File: src/rtl/irrigacao_pkg.sv
// rtl/irrigacao_pkg.sv - shared states, channel codes and output decode helpers for the irrigation actuator
package irrigacao_pkg;

    typedef enum logic [2:0] {
        OCIOSO = 3'd0,
        ABRE   = 3'd1,
        RODA   = 3'd2,
        PARA   = 3'd3,
        FECHA  = 3'd4,
        FALHA  = 3'd5,
        TRAVA  = 3'd6
    } estado_t;

    localparam logic CH_ASP = 1'b0;
    localparam logic CH_GOT = 1'b1;

    // Selected valve is driven while opening, running and in the post-pump drain
    function automatic logic valvula_aberta(input estado_t e);
        return (e == ABRE) || (e == RODA) || (e == PARA);
    endfunction

    function automatic logic em_alarme(input estado_t e);
        return (e == FALHA) || (e == TRAVA);
    endfunction

endpackage

File: src/rtl/acionador_irrigacao_temporizador.sv
// rtl/acionador_irrigacao_temporizador.sv - tick-counting timer with clear and terminal-count compare
module temporizador_tick #(
    parameter int CW = 8
) (
    input  logic          i_clk,
    input  logic          i_rst,
    input  logic          i_clr,
    input  logic          i_tick,
    input  logic [CW-1:0] i_lim,
    output logic [CW-1:0] o_count,
    output logic          o_fim
);

    logic [CW-1:0] r_count;

    // Count ticks since the last clear; saturate so idle states never wrap
    always_ff @(posedge i_clk) begin
        if (i_rst || i_clr) begin
            r_count <= '0;
        end else if (i_tick && (r_count != {CW{1'b1}})) begin
            r_count <= r_count + 1'b1;
        end
    end

    assign o_count = r_count;
    assign o_fim   = (r_count >= i_lim);

endmodule

File: src/rtl/acionador_irrigacao.sv
// rtl/acionador_irrigacao.sv - valve/pump sequencer with run-time limits and water-level interlock
module acionador_irrigacao
    import irrigacao_pkg::*;
#(
    parameter int VALVE_DLY = 2,
    parameter int MIN_RUN   = 5,
    parameter int MAX_RUN   = 60,
    parameter int STOP_DLY  = 2,
    parameter int CW        = 8
) (
    input  logic clk,
    input  logic rst,
    input  logic tick,
    input  logic Vs,
    input  logic Bs,
    input  logic L,
    output logic valv_asp,
    output logic valv_got,
    output logic bomba,
    output logic ocupado,
    output logic alarme
);

    estado_t       r_estado;
    estado_t       w_prox;
    logic          r_ch;
    logic          w_ch;
    logic          r_trava;
    logic          w_trava;
    logic          w_clr;
    logic [CW-1:0] w_lim;
    logic [CW-1:0] w_count;
    logic          w_fim;
    logic          w_req;
    logic          w_algum;

    // Only the latched channel's request keeps a cycle alive
    assign w_req   = (r_ch == CH_GOT) ? Bs : Vs;
    assign w_algum = Vs | Bs;

    temporizador_tick #(.CW(CW)) u_temporizador (
        .i_clk   (clk),
        .i_rst   (rst),
        .i_clr   (w_clr),
        .i_tick  (tick),
        .i_lim   (w_lim),
        .o_count (w_count),
        .o_fim   (w_fim)
    );

    // State, latched channel and lockout flag
    always_ff @(posedge clk) begin
        if (rst) begin
            r_estado <= OCIOSO;
            r_ch     <= CH_ASP;
            r_trava  <= 1'b0;
        end else begin
            r_estado <= w_prox;
            r_ch     <= w_ch;
            r_trava  <= w_trava;
        end
    end

    // Next-state decode; dry-run interlock checked before any timer decision
    always_comb begin
        w_prox  = r_estado;
        w_ch    = r_ch;
        w_trava = r_trava;
        w_lim   = CW'(VALVE_DLY);
        case (r_estado)
            OCIOSO: begin
                w_trava = 1'b0;
                if (w_algum) begin
                    if (L) begin
                        w_ch   = Vs ? CH_ASP : CH_GOT;
                        w_prox = ABRE;
                    end else begin
                        w_prox = FALHA;
                    end
                end
            end
            ABRE: begin
                w_lim = CW'(VALVE_DLY);
                if (!L)         w_prox = FALHA;
                else if (!w_req) w_prox = FECHA;
                else if (w_fim)  w_prox = RODA;
            end
            RODA: begin
                w_lim = CW'(MAX_RUN);
                if (!L) begin
                    w_prox = FALHA;
                end else if (w_fim) begin
                    w_prox  = PARA;
                    w_trava = 1'b1;
                end else if (!w_req && (w_count >= CW'(MIN_RUN))) begin
                    w_prox = PARA;
                end
            end
            PARA: begin
                w_lim = CW'(STOP_DLY);
                if (!L)        w_prox = FALHA;
                else if (w_fim) w_prox = FECHA;
            end
            FECHA:   w_prox = r_trava ? TRAVA : OCIOSO;
            FALHA:   if (L && !w_algum) w_prox = OCIOSO;
            TRAVA: begin
                w_lim = CW'(1);
                if (!w_algum && w_fim) w_prox = OCIOSO;
            end
            default: w_prox = OCIOSO;
        endcase
        // Any request while locked restarts the quiet-tick wait
        w_clr = (w_prox != r_estado) || ((r_estado == TRAVA) && w_algum);
    end

    // Registered drives decoded from the upcoming state and channel
    always_ff @(posedge clk) begin
        if (rst) begin
            valv_asp <= 1'b0;
            valv_got <= 1'b0;
            bomba    <= 1'b0;
            ocupado  <= 1'b0;
            alarme   <= 1'b0;
        end else begin
            valv_asp <= valvula_aberta(w_prox) && (w_ch == CH_ASP);
            valv_got <= valvula_aberta(w_prox) && (w_ch == CH_GOT);
            bomba    <= (w_prox == RODA);
            ocupado  <= (w_prox != OCIOSO);
            alarme   <= em_alarme(w_prox);
        end
    end

endmodule

File: config.mk
export PLATFORM = sky130hd
export DESIGN_NAME = acionador_irrigacao
export DESIGN_NICKNAME = d
export VERILOG_FILES = /design/src/rtl/irrigacao_pkg.sv /design/src/rtl/acionador_irrigacao_temporizador.sv /design/src/rtl/acionador_irrigacao.sv
export SDC_FILE = /design/constraint.sdc
export NUM_CORES = 1
export LEC_CHECK = 0
export CAP_MARGIN = 20
export CORE_MARGIN = 5
export CORE_UTILIZATION = 55
export CTS_CLUSTER_DIAMETER = 50
export DETAILED_ROUTE_END_ITERATION = 12
export PLACE_DENSITY_LB_ADDON = 0.08
export SYNTH_ARGS = -nofsm -noshare
export SYNTH_HDL_FRONTEND = slang
export SYNTH_SLANG_ARGS = --single-unit
File: constraint.sdc
create_clock -name clk -period 4.1 [get_ports clk]
set_input_delay 0.82 -clock clk [delete_from_list [all_inputs] [get_ports clk]]
set_output_delay 0.82 -clock clk [all_outputs]
set_load 0.05 [all_outputs]
==> out/metrics.cfg <==
[synthesis]
synthesis.instances = 171
yosysUniqueCellTypes = 60
avgSynthCellArea_um2 = 9.19
synth_nets = 186
synthFlopType = dfxtp_1
synth_edf_count = 0
postSynth.asyncResetShare_pct = 0
seq_area_frac_synth_pct = 22.9
ys_top_cells_by_area = dfxtp_1 23%, ha_1 7.2%, nor4b_2 4.8%
yosysTopAreaCellShare_pct = 22.9
ys_ff_latch = 18
yosys.area.top_type = dfxtp_1
yosys_warnings = 0
syn-cell-area_mm2 = 0.00157

[timing]
rsz0062_at_grt = no
setup_tns_ns = 0
fmax_mhz = 289
hold_violations = 0
finalWorstSetupSlack_ns = 0.635
setup_viol = 0
fin_hold_ws_ns = 0.607
worst-slew-pin-transition_ns = 0.634
fin_crit_ns = 3.47
timing.final.crit_share_pct = 84.5
fin_skew_ns = 0.00370
relSlewSlack_pct = 57.4
slew_viol_final = 0

[worst_hold_path]
hold_path.class = flip-flop to flip-flop
hp-start = r_trava

[layout]
most-common-layout-cells = 18 x dfxtp_1, 13 x nor2_1, 11 x nand2_1, 10 x nor3_1, 10 x clkdlybuf4s50_1
multi_input_area_mm2 = 0.00106
antenna_cells = 0
nNetsFinal = 191
postLayoutCoreUtil_pct = 58.9
final_common_cell = dfxtp_1
area_growth_syn_to_layout_pct = 3.42
finish.cell_count_without_fillers = 206
final_area_mm2 = 0.00163
fillCellCount = 238
layout-drive-gt1-share_pct = 18.9
seqCellArea_um2 = 360

[cts]
cts_tree = done
clkSlewWorstSetupHoldPaths_ns = 0.10
clock_latency_ns = 0.29
post_cts_buffers = 0
ctsLongestPathBuffers = 2
cts_sinks = 18
root_buffer = clkbuf_4
h-tree-depth = 1
cts_resized = 0
ctsHoldBuffers = 0
cts_inserted_buffers = 3

[setup_path]
crit_start = r_estado[1]
crit_path_end_kind = flip-flop
arrival_ns = 3.67
worstPathRequired_ns = 4.31
criticalPathCategory = flip-flop to flip-flop
r2r-start = r_estado[1]
cp_max_fo = 18
startpoint_type = flip-flop

[floorplan]
row_count = 19
dieArea_mm2 = 0.00403
ios = 11
initial_utilization_pct = 57.0
die_w_um = 63.5
die-height_um = 63.5
core_mm2 = 0.00276

[power]
powerDensity_mw_per_mm2 = 277
p_int_uw = 294
p_seq_share_pct = 44.5
p_switching_uw = 156
p_total_uw = 450
p_leak_nw = 0.564
swShare_pct = 34.7
clock_power_share_pct = 23.6
power_frac_comb_pct = 31.9
peakVddDrop_mv = 0.289

[global_routing]
antenna_found_initial = 0
grt_pass1_wl_um = 5900
grt_overflow = 0
grt_max_degree = 21
grt_usage_pct = 17.5
grt_pass1_vias = 1269

[detailed_routing]
drtAntennaViolNets = 0
vias = 1350
drc = 0
drtIter0Drc = 107
wl_um = 3380
via_per_inst = 6.55
dr.pass1.iters = 5
wl_per_cell_um = 16.4

[place]
dpl-instance-area_mm2 = 0.00159
pre_cts_ws_ns = 0.686
place.gp.congestion = 0.840
dp.cells = 202
io_buffers = 10
place_hpwl_um = 2590

[status]
outcome = completed

[run]
cap_violations = 0

cell usage after synthesis, types with 3 or more instances:
master / n
dfxtp_1: 18
nor2_1: 13
nand2_1: 11
nor3_1: 10
ha_1: 9
o21ai_0: 9
a21oi_1: 6
a31oi_1: 5
clkbuf_8: 5
inv_1: 5
nor4b_2: 5
buf_6: 4
nand3_1: 4
xnor2_1: 4
and2_1: 3
nand4_1: 3
o211ai_1: 3
o21a_1: 3
layout make-up:
type	instances	area share [%]
inverter	5	1.15
timing repair buffer	11	6.62
multi-input combinational	137	65.4
sequential	18	22.2
clock buffer	4	2.23
tap	31	2.39
power by group through the flow:
stage          sequential, mW  clock, mW  combinational (mW)
2_1_floorplan           0.210          0               0.116
3_3_place_gp            0.204          0               0.138
3_5_place_dp            0.204          0               0.141
4_1_cts                 0.200      0.108               0.142
5_1_grt                 0.203      0.119               0.156
6_report                0.200      0.106               0.144
flip-flops by register name (all words and copies together) (netlist names):
register and cells:
u_temporizador.o_count 8, ocupado 1, alarme 1, valv_asp 1, r_estado 3, bomba 1, r_ch 1, valv_got 1
r_trava 1
worst paths after layout:
check,to,slack (ns),cells past startpoint
worst min-delay path,r_trava,0.61,2
worst max-delay path,u_temporizador.o_count[0],0.63,9
worst min register to register,r_trava,0.61,2
worst max register to register,u_temporizador.o_count[0],0.63,9
worst max-delay path, cell delays in order, from the launching register on:
cell and delay, ns:
dfxtp_1 0.68, inv_1 0.19, or3_1 0.42, ha_1 0.37, a2111o_1 0.50, nand3_1 0.13, o21ai_1 0.10, a2111o_1 0.37
and3_1 0.31, nor4b_2 0.32
cell families (layout without fill, tap and decap cells):
group                      count (synthesis)  after routing  share of synthesized area (%)
adders and majority gates                  9              9                           7.17
AOI/OAI and AO/OA                         48             48                           25.7
and+or+nand+nor                           72             72                           29.9
DFF                                       18             18                           22.9
buffers and inverters                     16             20                           9.40
muxes                                      3              3                           2.07
xor gates and xnor gates                   5              5                           2.79
per-layer routing:
layer / track usage, % / vias to the layer above / wire length, um / share of wire, %
met5: 0 / - / 0 / 0
met4: 5.71 / 0 / 36 / 1.1
met3: 2.84 / 6 / 214 / 6.3
met2: 26.5 / 62 / 1550 / 46
met1: 25.1 / 632 / 1580 / 47
li1: - / 650 / - / -
Note: power is estimated with default switching activity, not from simulation.
